`src/rtl/cond_pkg.sv`:
```
// Shared encodings for branch condition evaluation and the flush sequencer.
// Flag order everywhere is {N,Z,C,V}.
package cond_pkg;

   localparam logic [1:0] COND_EQ  = 2'b00;
   localparam logic [1:0] COND_UND = 2'b01;
   localparam logic [1:0] COND_GT  = 2'b10;
   localparam logic [1:0] COND_AL  = 2'b11;

   localparam logic [3:0] BRANCH_CLASS = 4'b0011;

   localparam int FLAG_N = 3;
   localparam int FLAG_Z = 2;
   localparam int FLAG_C = 1;
   localparam int FLAG_V = 0;

   typedef enum logic {
      IDLE  = 1'b0,
      FLUSH = 1'b1
   } state_t;

endpackage

```
`src/rtl/cond_eval.sv`:
```
// Combinational branch condition resolver: opcode plus current flags give
// taken / undefined-condition indications.
module cond_eval
   import cond_pkg::*;
(
   input  logic [5:0] i_opcode,
   input  logic       i_flag_n,
   input  logic       i_flag_z,
   input  logic       i_flag_v,
   output logic       o_taken,
   output logic       o_undef
);

   always_comb begin
      o_taken = 1'b1;
      o_undef = 1'b0;
      // Opcodes outside the conditional class behave as branch-always.
      if (i_opcode[5:2] == BRANCH_CLASS) begin
         case (i_opcode[1:0])
            COND_EQ:  o_taken = i_flag_z;
            COND_UND: begin
               o_taken = 1'b0;
               o_undef = 1'b1;
            end
            COND_GT:  o_taken = ~i_flag_z & (i_flag_n == i_flag_v);
            default:  o_taken = 1'b1;
         endcase
      end
   end

endmodule

```
`src/rtl/branch_flag_controller.sv`:
```
// Execute-stage flag register, branch resolution, front-end flush sequencer
// and saturating taken/not-taken performance counters.
module branch_flag_controller
   import cond_pkg::*;
#(
   parameter int FLUSH_CYCLES = 2,
   parameter int CNT_W        = 16
)
(
   input  logic             clk,
   input  logic             rst,
   input  logic             StallE,
   input  logic             ValidE,
   input  logic             BranchE,
   input  logic             FlagWriteE,
   input  logic [5:0]       OpcodeE,
   input  logic [3:0]       ALUFlagsE,
   output logic             PCSrcE,
   output logic             FlushD,
   output logic             FlushE,
   output logic [3:0]       FlagsOut,
   output logic             UndefBranch,
   output logic             Busy,
   output logic [CNT_W-1:0] TakenCount,
   output logic [CNT_W-1:0] NotTakenCount
);

   localparam int RW = (FLUSH_CYCLES > 2) ? $clog2(FLUSH_CYCLES) : 1;
   localparam logic [RW-1:0] REM_INIT = RW'(FLUSH_CYCLES - 1);

   state_t           r_state;
   state_t           w_next_state;
   logic [RW-1:0]    r_remaining;
   logic [3:0]       r_flags;
   logic [CNT_W-1:0] r_taken_cnt;
   logic [CNT_W-1:0] r_not_taken_cnt;

   logic w_act;
   logic w_resolve;
   logic w_cond_taken;
   logic w_cond_undef;
   logic w_taken;
   logic w_not_taken;

   // Gating with rst keeps the combinational outputs at 0 while reset is held.
   assign w_act       = rst & ValidE & ~StallE & (r_state == IDLE);
   assign w_resolve   = w_act & BranchE;
   assign w_taken     = w_resolve & w_cond_taken;
   assign w_not_taken = w_resolve & ~w_cond_taken;

   cond_eval u_cond_eval (
      .i_opcode (OpcodeE),
      .i_flag_n (r_flags[FLAG_N]),
      .i_flag_z (r_flags[FLAG_Z]),
      .i_flag_v (r_flags[FLAG_V]),
      .o_taken  (w_cond_taken),
      .o_undef  (w_cond_undef)
   );

   always_ff @(posedge clk or negedge rst) begin
      if (!rst) begin
         r_state <= IDLE;
      end else begin
         r_state <= w_next_state;
      end
   end

   always_comb begin
      w_next_state = r_state;
      PCSrcE       = 1'b0;
      FlushD       = 1'b0;
      FlushE       = 1'b0;
      UndefBranch  = 1'b0;
      Busy         = 1'b0;
      case (r_state)
         IDLE: begin
            PCSrcE      = w_taken;
            FlushD      = w_taken;
            FlushE      = w_taken;
            UndefBranch = w_resolve & w_cond_undef;
            if (w_taken && (FLUSH_CYCLES > 1)) begin
               w_next_state = FLUSH;
            end
         end
         FLUSH: begin
            FlushD = 1'b1;
            FlushE = 1'b1;
            Busy   = 1'b1;
            if (!StallE && (r_remaining == RW'(1))) begin
               w_next_state = IDLE;
            end
         end
         default: w_next_state = IDLE;
      endcase
   end

   // Remaining flush cycles after the resolve cycle; frozen while stalled.
   always_ff @(posedge clk or negedge rst) begin
      if (!rst) begin
         r_remaining <= '0;
      end else if (r_state == IDLE) begin
         if (w_taken) begin
            r_remaining <= REM_INIT;
         end
      end else if (!StallE) begin
         r_remaining <= r_remaining - RW'(1);
      end
   end

   always_ff @(posedge clk or negedge rst) begin
      if (!rst) begin
         r_flags <= 4'b0000;
      end else if (w_act && FlagWriteE) begin
         r_flags <= ALUFlagsE;
      end
   end

   always_ff @(posedge clk or negedge rst) begin
      if (!rst) begin
         r_taken_cnt     <= '0;
         r_not_taken_cnt <= '0;
      end else begin
         if (w_taken && (r_taken_cnt != '1)) begin
            r_taken_cnt <= r_taken_cnt + CNT_W'(1);
         end
         if (w_not_taken && (r_not_taken_cnt != '1)) begin
            r_not_taken_cnt <= r_not_taken_cnt + CNT_W'(1);
         end
      end
   end

   assign FlagsOut      = r_flags;
   assign TakenCount    = r_taken_cnt;
   assign NotTakenCount = r_not_taken_cnt;

endmodule

```
`config.mk`:
```
export PLATFORM = sky130hd
export DESIGN_NAME = branch_flag_controller
export DESIGN_NICKNAME = d
export VERILOG_FILES = /design/src/rtl/cond_pkg.sv /design/src/rtl/cond_eval.sv /design/src/rtl/branch_flag_controller.sv
export SDC_FILE = /design/constraint.sdc
export NUM_CORES = 1
export LEC_CHECK = 0
export CORE_ASPECT_RATIO = 0.7
export CORE_UTILIZATION = 27
export CTS_BUF_LIST = sky130_fd_sc_hd__clkbuf_16
export DETAILED_ROUTE_END_ITERATION = 10
export PLACE_DENSITY = 0.47
export SYNTH_ARGS = -nofsm -noshare
export SYNTH_HDL_FRONTEND = slang
export SYNTH_SLANG_ARGS = --single-unit
```
`constraint.sdc`:
```
create_clock -name clk -period 4.05 [get_ports clk]
set_input_delay 0.81 -clock clk [delete_from_list [all_inputs] [get_ports clk]]
set_output_delay 0.81 -clock clk [all_outputs]
set_load 0.01 [all_outputs]
```
After elaboration in Yosys (flattened, before gate mapping)
Cells that the tools add are included.

Output and inout port bits: 41. Register bits after elaboration: 38.

Reductions and logical operators: 8. Bitwise operators: 12. Mux-type cells: 14. Add/subtract/negate cells: 3. Eq/ne operators: 7.

Operator list (number): 16-bit by 1-bit adder with 16-bit output (second input constant) (2); 16-bit inequality test (second input constant) (2); 1-bit two-way mux (11); 1-bit AND (8); 4-bit by 2-bit == test with 1-bit output (second input constant) (1); 1-bit logical AND (4); 1-bit NOT (4); 1-bit case mux with 2 select lines (2); 1-bit case mux with 3 select lines (1); 2-bit by 1-bit == test with 1-bit output (second input constant) (1); 2-bit == test (second input constant) (1); 2-bit logical NOT (1); 2-bit inequality test (second input constant) (1); 2-bit AND reduction (1); 2-bit nonzero test (1); 1-bit == test (1); 1-bit logical NOT (1); 1-bit subtractor (second input constant) (1).

Logic depth before layout (Yosys ltp)
Gate-level depths: netlist of run 1.

Depth in word-level cells: 7. Mapped depth: 7. Depth with buffers taken out: 6.

Hierarchy
A second synthesis of run 1 with hierarchy kept.

Cell total of the unflattened synthesis: 178. Area total of the unflattened synthesis: 1984.4 µm².

By module, submodules not included: branch_flag_controller (cells each 171, area each 1935.6 µm², instances 1); cond_eval (cells each 7, area each 48.8 µm², instances 1).

Least setup slack after synthesis of run 1
No wires, ideal clock.

Path type: input port to output port. Start point: input port OpcodeE[1]. End point: output port FlushE. Data required time: 3240 ps. Arrival: 1974 ps. Path buffers: 1. Cell stages on the path: 5. Path slack: 1266 ps. Cell sequence: nor2b_1 a2111oi_0 or2_2 nand2b_1 buf_4.

Cells in the longest elaborated chain, start to end: 5.

RTL lines: from (decl) (RTL line branch_flag_controller.sv:16) `input logic [5:0] OpcodeE,`; 2-bit == test (tied with other cells) (RTL line cond_eval.sv:19) `case (i_opcode[1:0])`; 1-bit case mux with 3 select lines (*) (RTL line cond_eval.sv:19); 1-bit two-way mux (*) (RTL line cond_eval.sv:18) `if (i_opcode[5:2] == BRANCH_CLASS) begin`; 1-bit AND (*) (RTL line branch_flag_controller.sv:48) `assign w_taken = w_resolve & w_cond_taken;`; 1-bit case mux with 2 select lines (*); to (decl) (RTL line branch_flag_controller.sv:20) `output logic FlushE,`.

Mark *: on every way between the ends. The rest lies on a longest branch, timed or not.

Worst setup path in the final report of run 1
Start point: input port OpcodeE[1]. End point: output port PCSrcE.

Cells in the longest elaborated chain, start to end: 5.

RTL lines: 2-bit == test (tied with other cells) (RTL line cond_eval.sv:19); 1-bit case mux with 3 select lines (*) (RTL line cond_eval.sv:19); 1-bit two-way mux (*) (RTL line cond_eval.sv:18); 1-bit AND (*) (RTL line branch_flag_controller.sv:48); 1-bit two-way mux (*) (RTL line branch_flag_controller.sv:75) `case (r_state)`; to (decl) (RTL line branch_flag_controller.sv:18) `output logic PCSrcE,`.

Marks and branches as above.

==> results.toml, run 1 <==
[floorplanning]
dieArea_um2 = 7700
ioPinCount = 57
start_util = 0.287
core_area_um2 = 6910
die_w_um = 104
fp-row-count = 25
die_h_um = 73.7

[power]
power_density_nw_per_um2 = 372
switchingPower_uw = 263
p_leak_uw = 0.00117
swShare = 0.259
pwr-share-clk = 0.364
combPwrFrac = 0.185
p_int_uw = 753
pwr-share-seq = 0.451
worst_ir_drop_vdd_uv = 171

[clock_tree]
cts_hold_buf = 0
cts-buffers-inserted = 5
cts_setup_buffers = 0
clk_latency_ns = 0.27
numClockSinks = 38
clockBufferDepth = 2
cts_tree = "done"
clk_pin_slew_worst_paths_ns = 0.06
cts-root-buf = "clkbuf_16"
htree_levels = 2
cts.repair.resized = 0

[yosys]
avgSynthCellArea_um2 = 10.9
postSynthCellCount = 182
synthesis.nets = 200
synth-seq-cells = 38
synth-edff-count = 0
ys_types = 38
synthesis.area_um2 = 1980
ys_seq_area_frac = 0.479
yosysWarnings = 0
ys_dominant_reg_cell = "dfrtp_1"
async_reset_ff_frac = 1.00

[route]
drt_drc_violations_left = 0
dr.pass1.iters = 4
viasPerCell = 4.56
vias = 1520
drtIter0Drc = 45
wl_um = 4780
ant_nets = 0
wl_per_cell_um = 14.3

[worst_setup_path]
worst_ep_required_time_ns = 3.24
critPathMaxFanout = 6
crit_type = "primary input to output pin"
start_kind = "primary input"
end_kind = "output pin"
cp_data_arrival_time_ns = 3.03

[global_route]
overflow = 0
track_usage = 0.134
grt_antenna_before_repair = 0
grt_pass1_wl_um = 7900
grt_pass1_vias = 1498
grt_max_degree = 39

[timing]
grt_setup_unrepaired = "no"
final-hold-violation-count = 0
period_needed_ns = 3.84
finalSetupViolCount = 0
fin_tns_setup_ns = 0
fmax_mhz = 260
skew_ns = 0.00381
slew_headroom = 0.474
finalCritPeriodShare = 0.948
drv_slew = 0
worst_slew_pin_slew_ns = 0.788

[placement]
gp_congestion = 0.715
hpwl_um = 3480
placedCellCount = 325
port_buffers = 56

[cells_and_area]
drive_gt1_frac = 0.100
fin_cells = 333
antenna_cells = 0
final_cell_mix = "55 x clkdlybuf4s50_1, 38 x dfrtp_1, 19 x nand2_1"
utilization = 0.395
mostFrequentLayoutCell = "clkdlybuf4s50_1"
syn_to_final_growth_pct = 37.7
nets = 256

[run]
max-cap-violations = 0

[run_status]
outcome = "finished, final reports clean"

[worst_hold_path]
worstHoldPathType = "register to register"
## cell usage after synthesis (all sizes together), types with 2 or more instances
master | number | share of area
dfrtp | 38 | 0.48
nand2 | 20 | 0.039
xor2 | 16 | 0.071
nor3 | 13 | 0.033
nand4 | 11 | 0.035
xnor2 | 11 | 0.049
mux2 | 10 | 0.057
nand3 | 10 | 0.025
buf | 7 | 0.033
and3 | 6 | 0.019
nor4 | 5 | 0.038
inv | 4 | 0.0076
nand2b | 4 | 0.013
nor2 | 4 | 0.0076
and2 | 2 | 0.0063
ha | 2 | 0.013
nor2b | 2 | 0.0063
nor3b | 2 | 0.0076
nor4b | 2 | 0.0088
## final timing paths
kind / endpoint / startpoint / slack [ns] / cells after the start
max: PCSrcE / OpcodeE[1] / 0.21 / 6
min reg2reg: r_remaining / r_remaining / 0.47 / 1
min: r_remaining / r_remaining / 0.47 / 1
min in group asynchronous: TakenCount[9] / rst / 0.65 / 2
max reg2reg: NotTakenCount[14] / r_state / 1.74 / 5
max in group asynchronous: r_remaining / rst / 3.05 / 2
## through the flow
stage | power [uW] | cell area [um2] | hold slack (ns) | worst slack, ns
2_1_floorplan | 553 | 1980 | 0.445 | 1.27
3_3_place_gp | 654 | 2590 | 0.465 | 0.353
3_5_place_dp | 656 | 2590 | 0.466 | 0.224
4_1_cts | 1030 | 2730 | 0.473 | 0.187
5_1_grt | 1070 | 2730 | 0.500 | 0.0736
6_report | 1020 | 2730 | 0.471 | 0.209
## power by group through the flow
stage	Sequential [uW]	Clock (uW)	Combinational, uW
after floorplan	467	0	86.2
after global placement	465	0	189
after detailed placement	465	0	191
after CTS	458	385	192
after global routing	465	403	207
final	458	370	188
## layer usage
layer	track usage	wire length (um)
met4	0.0429	53
met2	0.179	1840
met5	0	0
met1	0.207	2670
met3	0.0328	215
## flip-flops by register name (all words and copies together) (netlist names)
register,cells
FlagsOut,4
r_state,1
r_remaining,1
NotTakenCount,16
TakenCount,16
## cell type report
class,instances,area (um2)
clock buffer,5,125
fill,695,4180
tap,94,118
multi-input combinational,132,947
sequential,38,951
timing repair buffer,57,563
clock inverter,3,12.5
inverter,4,15.0
## cell families after synthesis
| kind of cell | count (synthesis) | share of synthesized area |
|---|---|---|
| simple gates | 87 | 0.265 |
| flops | 38 | 0.479 |
| xor+xnor | 27 | 0.119 |
| buf+inv | 12 | 0.0429 |
| mux | 10 | 0.0568 |
| compound gates | 6 | 0.0240 |
| fa+ha+maj | 2 | 0.0126 |
## critical path, cell delays in order
cell             delay, ns
clkdlybuf4s50_1       0.46
nor2b_1               0.16
a2111oi_0             0.68
or2_2                 0.29
inv_1                 0.13
clkdlybuf4s50_1       0.51
Power figures use the tool's default switching activity.
==> run 2, diff against run 1 <==
--- a/config.mk
+++ b/config.mk
@@ -5,11 +5,14 @@
 export SDC_FILE = /design/constraint.sdc
 export NUM_CORES = 1
 export LEC_CHECK = 0
+export CAP_MARGIN = 20
 export CORE_ASPECT_RATIO = 0.7
 export CORE_UTILIZATION = 27
 export CTS_BUF_LIST = sky130_fd_sc_hd__clkbuf_16
+export CTS_CLUSTER_SIZE = 10
 export DETAILED_ROUTE_END_ITERATION = 10
-export PLACE_DENSITY = 0.47
+export DONT_BUFFER_PORTS = 1
+export PLACE_DENSITY = 0.37
 export SYNTH_ARGS = -nofsm -noshare
 export SYNTH_HDL_FRONTEND = slang
 export SYNTH_SLANG_ARGS = --single-unit
==> results.toml, run 2 (synthesized netlist as in run 1, its figures left out) <==
[run_status]
outcome = "finished, final reports clean"

[power]
power_density_nw_per_um2 = 428
p_total_uw = 928
worst_ir_drop_vdd_uv = 173
p_leak_uw = 0.000965

[timing]
grt_setup_unrepaired = "no"
final-hold-violation-count = 0
drv_slew = 0
worst_slew_pin_slew_ns = 0.767
finalSetupViolCount = 0
finalCritPeriodShare = 0.713
skew_ns = 0.00717
fmax_mhz = 346
period_needed_ns = 2.89
slew_headroom = 0.488
fin_tns_setup_ns = 0

[clock_tree]
cts.repair.resized = 0
numClockSinks = 38
cts-buffers-inserted = 5
cts_hold_buf = 0
htree_levels = 2
cts_tree = "done"
cts_setup_buffers = 0
clk_pin_slew_worst_paths_ns = 0.06
clk_latency_ns = 0.28
cts-root-buf = "clkbuf_16"
clockBufferDepth = 2

[route]
wl_um = 4540
drt_drc_violations_left = 0
dr.pass1.iters = 4
viasPerCell = 4.92
vias = 1357
ant_nets = 0
wl_per_cell_um = 16.4
drtIter0Drc = 64

[worst_setup_path]
r2r_start = "r_state"
reg2reg_setup_slack_ns = 1.65
rr_endpoint = "NotTakenCount[14]"
cp_data_arrival_time_ns = 2.08
start_kind = "primary input"
worst_ep_required_time_ns = 3.24
reg2reg_depth = 5
critPathMaxFanout = 5
end_kind = "output pin"
crit_type = "primary input to output pin"

[global_route]
grt_pass1_vias = 1363
overflow = 0
grt_max_degree = 40
grt_antenna_before_repair = 0
track_usage = 0.125
grt_pass1_wl_um = 7320

[cells_and_area]
drive_gt1_frac = 0.121
regArea_um2 = 951
final_cell_mix = "38 x dfrtp_1, 19 x nand2_1, 16 x xor2_1"
mostFrequentLayoutCell = "dfrtp_1"
fillers = 722
antenna_cells = 0
multiInputGateArea_um2 = 947
nets = 199
syn_to_final_growth_pct = 9.34

[floorplanning]
fp-row-count = 25
start_util = 0.287
ioPinCount = 57
die_w_um = 104
core_area_um2 = 6910
dieArea_um2 = 7700
die_h_um = 73.7

[placement]
port_buffers = 0
hpwl_um = 3280
gp_congestion = 0.756

[worst_hold_path]
worstHoldPathType = "primary input to asynchronous set/reset pin"

[run]
max-cap-violations = 0
==> run 2: metrics by stage <==
stage	cell area (um2)	utilization	instances	hold slack, ns	setup slack [ns]
floorplan	1980	-	182	0.445	1.27
global placement	2030	0.294	268	0.483	1.28
detailed placement	2030	0.294	268	0.484	1.14
CTS	2170	0.314	276	0.217	1.11
global route	2170	0.314	276	0.212	0.993
finish	2170	0.314	276	0.223	1.16
==> run 2: critical path, stage by stage <==
cell and delay, ns:
nor2b_1 0.13, a2111oi_0 0.68, or2_2 0.29, nand2b_1 0.17
==> run 2: final cells by class <==
class | count | share of cell area
inverters | 4 | 0.00692
clock inverters | 3 | 0.00577
clock buffers | 5 | 0.0577
flip-flops and latches | 38 | 0.439
well taps | 94 | 0.0542
multi-input cells | 132 | 0.437
==> run 2: routing by layer <==
metal  vias up  share of wire  global-route usage  wire, um
met5         -              0                   0         0
met4         0          0.010              0.0460        47
met3         6          0.071              0.0408       321
met2        56           0.44               0.185      2010
met1       655           0.47               0.170      2160
li1        640              -                   -         -
==> run 2: how the worst max path moves through the flow <==
stage | from | end
after floorplan | OpcodeE[1] | FlushE
after global placement | OpcodeE[1] | FlushE
after detailed placement | OpcodeE[1] | FlushE
after CTS | OpcodeE[1] | FlushE
after global routing | FlagsOut[2] | FlushD
final | OpcodeE[1] | FlushD
==> run 2: where the power goes <==
| part | internal, uW | switching [uW] |
|---|---|---|
| registers | 417 | 62.7 |
| clock network | 222 | 147 |
| logic | 41.9 | 37.8 |
==> run 3, diff against run 2 <==
--- a/config.mk
+++ b/config.mk
@@ -12,7 +12,7 @@
 export CTS_CLUSTER_SIZE = 10
 export DETAILED_ROUTE_END_ITERATION = 10
 export DONT_BUFFER_PORTS = 1
-export PLACE_DENSITY = 0.37
+export PLACE_DENSITY = 0.39
 export SYNTH_ARGS = -nofsm -noshare
 export SYNTH_HDL_FRONTEND = slang
 export SYNTH_SLANG_ARGS = --single-unit
==> constraint.sdc (replaced) <==
create_clock -name clk -period 2.63 [get_ports clk]
set_input_delay 0.526 -clock clk [delete_from_list [all_inputs] [get_ports clk]]
set_output_delay 0.526 -clock clk [all_outputs]
set_load 0.01 [all_outputs]
==> results.toml, run 3 (synthesized netlist as in run 1, its figures left out) <==
[power]
p_total_uw = 1440
p_leak_uw = 0.000995
power_density_nw_per_um2 = 650
worst_ir_drop_vdd_uv = 206

[global_route]
track_usage = 0.128
grt_pass1_wl_um = 7450
overflow = 0
grt_antenna_before_repair = 0
grt_pass1_vias = 1377
grt_max_degree = 39

[timing]
grt_setup_unrepaired = "no"
finalSetupViolCount = 0
drv_slew = 0
final-hold-violation-count = 0
fin_tns_setup_ns = 0
fmax_mhz = 426
skew_ns = 0.00603
period_needed_ns = 2.35
finalCritPeriodShare = 0.893
worst_slew_pin_slew_ns = 0.571
slew_headroom = 0.620

[route]
viasPerCell = 4.97
wl_um = 4550
drt_drc_violations_left = 0
drtIter0Drc = 57
wl_per_cell_um = 16.2
dr.pass1.iters = 4
vias = 1397
ant_nets = 0

[cells_and_area]
antenna_cells = 0
syn_to_final_growth_pct = 11.9
final_cell_mix = "38 x dfrtp_1, 19 x nand2_1, 16 x xor2_1"
utilization = 0.321
drive_gt1_frac = 0.144
mostFrequentLayoutCell = "dfrtp_1"
nets = 204

[placement]
port_buffers = 0
hpwl_um = 3240
gp_congestion = 0.745

[worst_setup_path]
critPathMaxFanout = 6
start_kind = "register"
crit_type = "register to output pin"
cp_data_arrival_time_ns = 1.82
end_kind = "output pin"
worst_ep_required_time_ns = 2.10

[floorplanning]
fp-row-count = 25
core_area_um2 = 6910
die_h_um = 73.7
ioPinCount = 57
start_util = 0.287
die_w_um = 104
dieArea_um2 = 7700

[clock_tree]
cts.repair.resized = 0
htree_levels = 2
clk_pin_slew_worst_paths_ns = 0.06
clockBufferDepth = 2
cts-root-buf = "clkbuf_16"
clk_latency_ns = 0.28
cts_tree = "done"
cts-buffers-inserted = 5
cts_setup_buffers = 0
numClockSinks = 38

[run_status]
outcome = "finished, final reports clean"

[worst_hold_path]
worstHoldPathType = "primary input to asynchronous set/reset pin"

[run]
max-cap-violations = 0
## run 3: cell types whose count changed in the layout (fill, tap and decap cells not counted)
| cell | previous run | this run |
|---|---|---|
| buf_4 | 0 | 4 |
| buf_12 | 0 | 1 |
## run 3: power breakdown
part           internal [uW]  switching [uW]
combinational           68.5            66.3
sequential               641            93.3
clock                    343             229
## run 3: critical path, stage by stage (launching register included)
cell	delay, ns
dfrtp_1	0.44
xnor2_1	0.24
a2111oi_0	0.13
buf_4	0.16
or2_2	0.33
inv_1	0.24
## run 3: path summary, 6_finish.rpt
check                                  start           endpoint  slack [ns]  cells after the start
worst max-delay path             FlagsOut[0]             PCSrcE        0.28                      5
worst min-delay path                     rst      TakenCount[7]        0.09                      1
worst max register to register       r_state  NotTakenCount[12]        0.37                      6
worst min register to register   r_remaining        r_remaining        0.48                      1
max in group asynchronous                rst        r_remaining        2.34                      1
min in group clk                ALUFlagsE[0]        FlagsOut[0]        0.40                      1
## run 3: final cells by class
class	instances	area, um2
Clock inverter	3	12.5
Sequential cell	38	951
Clock buffer	5	125
Fill cell	714	4690
Tap cell	94	118
Inverter	4	15.0
Timing Repair Buffer	5	50.0
Multi-Input combinational cell	132	947
## run 3: metrics by stage
stage               area, um2  hold WS [ns]  cells  setup WS [ns]
floorplan                1980         0.230    182          0.414
detailed placement       2060         0.232    272          0.322
global placement         2060         0.231    272          0.354
global route             2220        0.0977    281          0.147
finish                   2220        0.0891    281          0.282
CTS                      2220        0.0929    281          0.245
## run 3: timing repair
item	in CTS	in global routing
hold buffers	1	0
endpoints found under the hold margin	38	0
setup endpoints to repair	0	0
## run 3: metal layers
metal,track usage,part of all wire,routed length [um],vias to the layer above
met1,0.168,0.49,2220,692
met2,0.191,0.42,1920,44
li1,-,-,-,656
met5,0,0,0,-
met4,0.0476,0.011,48,0
met3,0.0479,0.080,362,5
